$ cat src/rtl/ccg_resp_compactor_pkg.sv
// Shared harness definitions for the CCGRCG response path: run-state encoding
// and default widths/constants, also used by the upstream stimulus sequencer.
package ccg_harness_pkg;

  typedef enum logic [1:0] {
    ST_IDLE = 2'd0,
    ST_RUN  = 2'd1,
    ST_DONE = 2'd2
  } ccg_state_e;

  localparam int unsigned CCG_OUT_W   = 18;
  localparam int unsigned CCG_SIG_W   = 32;
  localparam int unsigned CCG_VEC_CNT = 64;
  localparam logic [31:0] CCG_POLY    = 32'h04C11DB7;
  localparam logic [31:0] CCG_SEED    = 32'hFFFFFFFF;

endpackage

$ cat src/rtl/ccg_resp_compactor_misr.sv
// Multiple-input signature register: seed load, single-step fold of a data word,
// and the step result exposed so the owner can capture the post-fold value.
module ccg_misr #(
  parameter int unsigned      SIG_W = 32,
  parameter logic [SIG_W-1:0] POLY  = 32'h04C11DB7,
  parameter logic [SIG_W-1:0] SEED  = 32'hFFFFFFFF
) (
  input  logic             clk,
  input  logic             rst_n,
  input  logic             load,
  input  logic             en,
  input  logic [SIG_W-1:0] data,
  output logic [SIG_W-1:0] step_val
);

  logic [SIG_W-1:0] misr_q;
  logic [SIG_W-1:0] misr_d;
  logic [SIG_W-1:0] fb_s;

  // Shift left, fold in the polynomial when the MSB falls off, then xor the data word.
  always_comb begin
    fb_s     = {SIG_W{1'b0}};
    if (misr_q[SIG_W-1]) begin
      fb_s = POLY;
    end else begin
      fb_s = {SIG_W{1'b0}};
    end
    step_val = {misr_q[SIG_W-2:0], 1'b0} ^ fb_s ^ data;
  end

  // Load has priority over a step so a start never folds stale data.
  always_comb begin
    misr_d = misr_q;
    if (load) begin
      misr_d = SEED;
    end else if (en) begin
      misr_d = step_val;
    end else begin
      misr_d = misr_q;
    end
  end

  // Signature register.
  always_ff @(posedge clk or negedge rst_n) begin
    if (!rst_n) begin
      misr_q <= {SIG_W{1'b0}};
    end else begin
      misr_q <= misr_d;
    end
  end

endmodule

$ cat src/rtl/ccg_resp_compactor.sv
// Response compactor: folds netlist output vectors into a MISR, tracks which
// output bits toggled, and holds signature/mask until the harness takes them.
module ccg_resp_compactor
  import ccg_harness_pkg::*;
#(
  parameter int unsigned      OUT_W   = CCG_OUT_W,
  parameter int unsigned      SIG_W   = CCG_SIG_W,
  parameter int unsigned      VEC_CNT = CCG_VEC_CNT,
  parameter logic [SIG_W-1:0] POLY    = SIG_W'(CCG_POLY),
  parameter logic [SIG_W-1:0] SEED    = SIG_W'(CCG_SEED)
) (
  input  logic             clk,
  input  logic             rst_n,
  input  logic             start,
  input  logic             in_valid,
  output logic             in_ready,
  input  logic [OUT_W-1:0] in_data,
  output logic             sig_valid,
  input  logic             sig_ready,
  output logic [SIG_W-1:0] signature,
  output logic [OUT_W-1:0] toggle_mask,
  output logic [15:0]      vec_count,
  output logic             busy
);

  // VEC_CNT = 2^16 wraps to 16'hFFFF as the final index, which the 16-bit counter still reaches.
  localparam logic [15:0] LAST_IDX = 16'(VEC_CNT - 32'd1);

  ccg_state_e       state_q, state_d;
  logic [15:0]      cnt_q, cnt_d;
  logic [OUT_W-1:0] seen0_q, seen0_d;
  logic [OUT_W-1:0] seen1_q, seen1_d;
  logic [SIG_W-1:0] sig_q, sig_d;
  logic [OUT_W-1:0] mask_q, mask_d;
  logic             in_ready_q, in_ready_d;
  logic             sig_valid_q, sig_valid_d;
  logic             busy_q, busy_d;
  logic             accept_s;
  logic             misr_load_s;
  logic             misr_en_s;
  logic [SIG_W-1:0] data_ext_s;
  logic [SIG_W-1:0] misr_step_s;

  ccg_misr #(
    .SIG_W (SIG_W),
    .POLY  (POLY),
    .SEED  (SEED)
  ) u_misr (
    .clk      (clk),
    .rst_n    (rst_n),
    .load     (misr_load_s),
    .en       (misr_en_s),
    .data     (data_ext_s),
    .step_val (misr_step_s)
  );

  // Run control, toggle tracking and result capture.
  always_comb begin
    state_d     = state_q;
    cnt_d       = cnt_q;
    seen0_d     = seen0_q;
    seen1_d     = seen1_q;
    sig_d       = sig_q;
    mask_d      = mask_q;
    misr_load_s = 1'b0;
    misr_en_s   = 1'b0;
    accept_s    = in_valid & in_ready_q;
    data_ext_s  = {SIG_W{1'b0}};
    data_ext_s[OUT_W-1:0] = in_data;

    case (state_q)
      ST_IDLE: begin
        if (start) begin
          state_d     = ST_RUN;
          misr_load_s = 1'b1;
          cnt_d       = 16'd0;
          seen0_d     = {OUT_W{1'b0}};
          seen1_d     = {OUT_W{1'b0}};
        end else begin
          state_d = ST_IDLE;
        end
      end
      ST_RUN: begin
        if (accept_s) begin
          misr_en_s = 1'b1;
          seen1_d   = seen1_q | in_data;
          seen0_d   = seen0_q | ~in_data;
          cnt_d     = cnt_q + 16'd1;
          if (cnt_q == LAST_IDX) begin
            state_d = ST_DONE;
            sig_d   = misr_step_s;
            mask_d  = seen0_d & seen1_d;
          end else begin
            state_d = ST_RUN;
          end
        end else begin
          state_d = ST_RUN;
        end
      end
      ST_DONE: begin
        if (sig_ready) begin
          state_d = ST_IDLE;
        end else begin
          state_d = ST_DONE;
        end
      end
      default: begin
        state_d = ST_IDLE;
      end
    endcase

    in_ready_d  = (state_d == ST_RUN);
    sig_valid_d = (state_d == ST_DONE);
    busy_d      = (state_d != ST_IDLE);
  end

  // State, tracking and output registers.
  always_ff @(posedge clk or negedge rst_n) begin
    if (!rst_n) begin
      state_q     <= ST_IDLE;
      cnt_q       <= 16'd0;
      seen0_q     <= {OUT_W{1'b0}};
      seen1_q     <= {OUT_W{1'b0}};
      sig_q       <= {SIG_W{1'b0}};
      mask_q      <= {OUT_W{1'b0}};
      in_ready_q  <= 1'b0;
      sig_valid_q <= 1'b0;
      busy_q      <= 1'b0;
    end else begin
      state_q     <= state_d;
      cnt_q       <= cnt_d;
      seen0_q     <= seen0_d;
      seen1_q     <= seen1_d;
      sig_q       <= sig_d;
      mask_q      <= mask_d;
      in_ready_q  <= in_ready_d;
      sig_valid_q <= sig_valid_d;
      busy_q      <= busy_d;
    end
  end

  assign in_ready    = in_ready_q;
  assign sig_valid   = sig_valid_q;
  assign busy        = busy_q;
  assign signature   = sig_q;
  assign toggle_mask = mask_q;
  assign vec_count   = cnt_q;

endmodule

$ cat config.mk
export PLATFORM = sky130hd
export DESIGN_NAME = ccg_resp_compactor
export DESIGN_NICKNAME = d
export VERILOG_FILES = /design/src/rtl/ccg_resp_compactor_pkg.sv /design/src/rtl/ccg_resp_compactor_misr.sv /design/src/rtl/ccg_resp_compactor.sv
export SDC_FILE = /design/constraint.sdc
export NUM_CORES = 1
export LEC_CHECK = 0
export CAP_MARGIN = 20
export CORE_ASPECT_RATIO = 0.7
export CORE_MARGIN = 1
export CORE_UTILIZATION = 41
export DETAILED_ROUTE_END_ITERATION = 7
export GPL_TIMING_DRIVEN = 0
export MAX_ROUTING_LAYER = met4
export SLEW_MARGIN = 20
export SYNTH_ARGS = -nofsm -noshare
export SYNTH_HDL_FRONTEND = slang
export SYNTH_SLANG_ARGS = --single-unit
$ cat constraint.sdc
create_clock -name clk -period 3.35 [get_ports clk]
set_clock_uncertainty 0.05 [all_clocks]
set_input_delay 0.8375 -clock clk [delete_from_list [all_inputs] [get_ports clk]]
set_output_delay 0.8375 -clock clk [all_outputs]
set_load 0.02 [all_outputs]
==> results.toml, run 1 <==
[floorplanning]
chipHeight_um = 102
coreArea_um2 = 13500
die_area_um2 = 14600
start_util_pct = 43.0
dieWidth_um = 144
rows = 35
pin_count = 92

[cells_and_area]
fillers = 1141
num_antenna_cells = 0
utilization_pct = 56.5
synthToLayoutAreaGrowth_pct = 31.3
drive_gt1_share_pct = 17.0
nNetsFinal = 599

[outcome]
run_status = "finished clean"

[pwr]
power.leakage_nw = 3.15
vdd_drop_max_uv = 394
p_switching_mw = 1.90
powerDensity_nw_per_um2 = 816
p_int_mw = 4.31
clockPowerShare_pct = 32.7
netSwitchingFraction_pct = 30.6
power_frac_seq_pct = 40.0
combPwrFrac_pct = 27.3

[timing]
grt_setup_unrepaired = "no"
drv_slew = 0
max_freq_ghz = 0.380
worst_slack_ns = 0.718
period_needed_ns = 2.63
max_slew_margin_pct = 52.5
finalHoldViolCount = 0
setup_violations = 0
worstMarginPinSlew_ns = 0.713
fin_crit_sh_pct = 78.6

[worst_setup_path]
cp-end-kind = "flop"
max_stage_delay_ns = 0.52
crit_required_ns = 3.57
cp.arrival_ns = 2.86
slowest_stage = "clkdlybuf4s50_1"
crit_type = "in2reg"
startpoint_type = "input port"
worstPathCellList = "clkdlybuf4s50_1, nor3b_1, clkbuf_1, clkbuf_1, nor2_1"
crit_top_cell = "clkbuf_1"
worstPathMaxFanout = 10

[clock_network]
clk_pin_slew_ns = 0.06
cts_buffers = 17
cts_tree = "yes"
clock_path_buffers = 2
postCtsHoldBufs = 0
ctsResizeCount = 0
clkLatencyLatePin_ns = 0.41
cts_setup_buffers = 0
cts_root_buffer = "clkbuf_16"
cts_num_sinks = 139
cts_htree_levels = 4

[drt]
wl_per_cell_um = 17.1
vias = 3991
wl_mm = 13.2
drt_iter0_markers = 231
drc = 0
ant_nets = 0
routed_via_density = 5.16
drt-pass1-iter-count = 4

[placed_design]
place_congestion = 0.803
portBuffers = 91
dp_hpwl_mm = 9.03
dp_slack_ns = 0.299

[logic_synthesis]
synth_enable_flop_cells = 0
yosys_warnings = 0
synthArstFlopShare_pct = 100
yosysSeqAreaShare_pct = 60.0
synth_nets = 488
synth-seq-cells = 139
ys_types = 37
ys.flop_type = "dfrtp_1"
syn_inst = 464
syn_area_um2 = 5800
syn_avg_cell_area_um2 = 12.5

[worst_hold_path]
hold_path_class = "in2async"

[global_routing]
grt_usage_pct = 20.2
grt_antenna_before_repair = 0
grt_pass1_wl_mm = 21.2
gr-total-overflow = 0
grt_pass1_vias = 4011
grt_max_degree = 100

[job]
drv_cap = 0
## final cells by class
| type | count | area [um^2] | share of cell area [%] |
|---|---|---|---|
| sequential | 139 | 3480 | 45.7 |
| multi-input combinational | 297 | 2170 | 28.5 |
| timing repair buffer | 92 | 943 | 12.4 |
| clock buffer | 20 | 447 | 5.86 |
| tap | 185 | 231 | 3.04 |
| clock inverter | 12 | 195 | 2.56 |
| buffer | 25 | 139 | 1.82 |
| inverter | 3 | 11.3 | 0.148 |
## metrics by stage
stage	hold WS, ns	cells	setup TNS, ns	power (mW)	area, um^2
6_report	0.243	773	0	6.22	7620
5_1_grt	0.257	773	0	6.56	7620
4_1_cts	0.245	773	0	6.27	7620
3_5_place_dp	0.420	741	0	4.20	6970
3_3_place_gp	0.409	740	-561.40	4.13	6940
2_1_floorplan	0.394	464	0	3.57	5800
## logic make-up (layout without fill, tap and decap cells)
logic type | Yosys count | count (layout) | share of synthesized area (%)
DFF | 139 | 139 | 60.0
xor gates and xnor gates | 39 | 39 | 5.89
buffers and inverters | 28 | 152 | 2.59
adders and majority gates | 1 | 1 | 0.216
and+or+nand+nor | 119 | 119 | 9.58
AOI/OAI and AO/OA | 69 | 69 | 8.37
muxes | 69 | 69 | 13.4
## cell usage in the layout, fill, tap and decap left out, types with 5 or more instances in the layout
cell type and count:
o21ai_0 8, mux2_1 12, dfrtp_1 139, xnor2_1 20
clkbuf_1 16, o22a_1 32, clkbuf_16 17, bufinv_16 5
a21oi_1 22, xor2_1 19, or3_1 6, nand2_1 8
mux2_2 56, nand4_1 5, nor2_1 78, clkdlybuf4s50_1 90
buf_6 5
## synth_stat cells, drive strengths merged, types with 3 or more instances
master / count / area (um^2)
inv: 3 / 11.3
xnor2: 20 / 175
nand2: 8 / 30.0
buf: 11 / 86.3
nand3: 3 / 15.0
mux2: 68 / 766
nor2: 78 / 293
or3: 6 / 37.5
nand4: 5 / 31.3
clkbuf: 14 / 52.6
nor4: 3 / 18.8
dfrtp: 139 / 3480
o22a: 32 / 280
xor2: 19 / 166
a21oi: 22 / 110
and4: 3 / 26.3
o21ai: 8 / 40.0
## flip-flops by register name (all words and copies together) (netlist names)
| name | flops |
|---|---|
| signature | 32 |
| u_misr.misr_q | 32 |
| seen0_q | 18 |
| seen1_q | 18 |
| toggle_mask | 18 |
| vec_count | 16 |
| state_q | 2 |
| busy | 1 |
| in_ready | 1 |
| sig_valid | 1 |
## final timing paths
path                                     from               end  slack (ns)  cells after the start
worst max register to register   vec_count[6]    toggle_mask[8]        1.11                      5
worst min-delay path                    rst_n     vec_count[12]        0.24                      1
min in group clk                signature[10]     signature[10]        0.43                      1
worst min register to register  signature[10]     signature[10]        0.43                      1
max in group asynchronous               rst_n  u_misr.misr_q[2]        2.23                      2
worst max-delay path                    start        seen0_q[8]        0.72                      5
## power groups by stage
stage               registers, mW  logic, mW  clock network, mW
floorplan                    2.55       1.02                  0
global placement             2.48       1.65                  0
detailed placement           2.50       1.70                  0
CTS                          2.49       1.71               2.07
global route                 2.55       1.87               2.14
finish                       2.49       1.69               2.03
## per-layer routing
| metal | wire length [um] | track usage [%] | part of all wire (%) |
|---|---|---|---|
| met5 | 0 | - | 0 |
| met2 | 5800 | 28.8 | 44 |
| met4 | 178 | 7.37 | 1.3 |
| met3 | 545 | 4.35 | 4.1 |
| met1 | 6680 | 28.3 | 51 |
## critical path, delay by kind of cell
family	cells	cell delay, ns
buffers and inverters	3	1.47
AND/OR/NAND/NOR	2	0.55
Power figures use the tool's default switching activity.
==> inputs of run 2 (changes only) <==
--- a/config.mk
+++ b/config.mk
@@ -12,6 +12,7 @@
 export DETAILED_ROUTE_END_ITERATION = 7
 export GPL_TIMING_DRIVEN = 0
 export MAX_ROUTING_LAYER = met4
+export PLACE_DENSITY = 0.66
 export SLEW_MARGIN = 20
 export SYNTH_ARGS = -nofsm -noshare
 export SYNTH_HDL_FRONTEND = slang
==> constraint.sdc (replaced) <==
create_clock -name clk -period 2.37 [get_ports clk]
set_clock_uncertainty 0.05 [all_clocks]
set_input_delay 0.5925 -clock clk [delete_from_list [all_inputs] [get_ports clk]]
set_output_delay 0.5925 -clock clk [all_outputs]
set_load 0.02 [all_outputs]
==> run 2 against run 1 <==
Net effect:
- first-iteration DRC count decreased by 10%
- routed wire length increased by 1.2%
- hold slack improved by 0.19 ns
- via count decreased by 0.95%
- clock power increased by 39%
- utilization about the same
- register-to-register slack got worse by 1.0 ns
- non-clock buffer count increased by 1
- critical path depth unchanged
- die area unchanged
- highest routed layer unchanged
==> results.toml, run 2 (synthesis results as in run 1) <==
[drt]
drc = 0
drt-pass1-iter-count = 4
wl_mm = 13.4
routed_via_density = 5.11
vias = 3953
wl_per_cell_um = 17.3
drt_iter0_markers = 207
ant_nets = 0

[worst_hold_path]
hold_path_class = "reg2reg"
min_from = "signature[1]"

[worst_setup_path]
worstPathCellList = "clkdlybuf4s50_1, nor3b_1, clkbuf_1, clkbuf_2, nor2_1"
worstPathMaxFanout = 10
slowest_stage = "clkdlybuf4s50_1"
crit_type = "in2reg"
setup.worst_path.start = "start"
cp-end-kind = "flop"
reg2reg_from = "state_q[1]"
crit_required_ns = 2.61
cp.arrival_ns = 2.51
max_stage_delay_ns = 0.52
startpoint_type = "input port"

[timing]
drv_slew = 0
grt_setup_unrepaired = "no"
worstMarginPinSlew_ns = 0.695
whs_ns = 0.436
finalHoldViolCount = 0
max_slew_margin_pct = 53.7
max_freq_ghz = 0.440
setup_violations = 0
period_needed_ns = 2.27
fin_crit_sh_pct = 95.9

[clock_network]
cts_num_sinks = 139
cts_root_buffer = "clkbuf_16"
cts_buffers = 17
clk_pin_slew_ns = 0.06
clock_path_buffers = 2
cts_tree = "yes"
cts_setup_buffers = 0
cts_htree_levels = 4
clkLatencyLatePin_ns = 0.42

[placed_design]
dp_hpwl_mm = 9.17
placed_cell_area_um2 = 6970
portBuffers = 91
place_congestion = 0.845

[cells_and_area]
utilization_pct = 56.4
synthToLayoutAreaGrowth_pct = 31.3
layout_common_cells = "dfrtp_1 (139), clkdlybuf4s50_1 (90), nor2_1 (78)"
stdcell_area_um2 = 7610
nNetsFinal = 600
fillers = 1152
num_antenna_cells = 0
final_common_cell = "dfrtp_1"
drive_gt1_share_pct = 17.7

[floorplanning]
pin_count = 92
rows = 35
chipHeight_um = 102
die_area_um2 = 14600
dieWidth_um = 144
start_util_pct = 43.0
coreArea_um2 = 13500

[global_routing]
gr-total-overflow = 0
grt_pass1_wl_mm = 21.6
grt_usage_pct = 20.6
grt_pass1_vias = 4084
grt_max_degree = 102
grt_antenna_before_repair = 0

[job]
drv_cap = 0

[outcome]
run_status = "finished clean"

[pwr]
power.leakage_nw = 3.16
powerDensity_nw_per_um2 = 1150
vdd_drop_max_uv = 620
-- run 2: worst paths after layout --
check / cells past startpoint / end / slack (ns)
max: 5 / seen0_q[5] / 0.1
min: 1 / signature[1] / 0.44
max reg2reg: 5 / toggle_mask[11] / 0.11
min reg2reg: 1 / signature[1] / 0.44
max in group asynchronous: 3 / seen0_q[2] / 0.90
min in group asynchronous: 2 / vec_count[12] / 0.60
-- run 2: per-layer routing --
layer / up-vias / share of wire, % / global-route usage [%] / routed length [um]
met5: - / 0 / - / 0
li1: 1845 / - / - / -
met1: 1996 / 50 / 28.5 / 6620
met4: 0 / 1.1 / 7.13 / 150
met2: 92 / 45 / 29.6 / 5950
met3: 20 / 4.7 / 4.82 / 631
-- run 2: repair_timing --
item,4_1_cts,5_1_grt
pin swaps,0,1
endpoints found under the setup margin,18,7
hold endpoints to repair,19,0
hold buffers,1,0
resized for setup,3,2
-- run 2: metrics by stage --
| step | std cells | setup TNS [ns] | setup slack (ns) | total power, mW |
|---|---|---|---|---|
| 2_1_floorplan | 464 | 0 | 0.363 | 5.04 |
| 3_3_place_gp | 740 | -672.92 | -4.65 | 5.83 |
| 3_5_place_dp | 741 | -28.84 | -0.490 | 5.95 |
| 4_1_cts | 773 | 0 | 0.0890 | 8.82 |
| 5_1_grt | 773 | 0 | 0.00458 | 9.24 |
| 6_report | 773 | 0 | 0.0977 | 8.75 |
-- run 2: power by group --
part	total [mW]	switching, mW	leakage, nW	internal (mW)
sequential	3.52	0.472	1.64	3.05
combinational	2.41	1.26	1.23	1.16
clock	2.82	1.01	0.298	1.81
total	8.75	2.74	3.16	6.02
-- run 2: critical path: cells and delay by family --
family / cells / cell delay (ns)
buf+inv: 3 / 1.35
simple gates: 2 / 0.56
-- run 2: final cells by class --
type	instances	area, um^2	area share (%)
inverter	3	11.3	0.148
tap	185	231	3.04
clock inverter	11	166	2.19
multi-input combinational	297	2170	28.5
sequential	139	3480	45.7
buffer	25	144	1.89
timing repair buffer	93	953	12.5
clock buffer	20	457	6.00
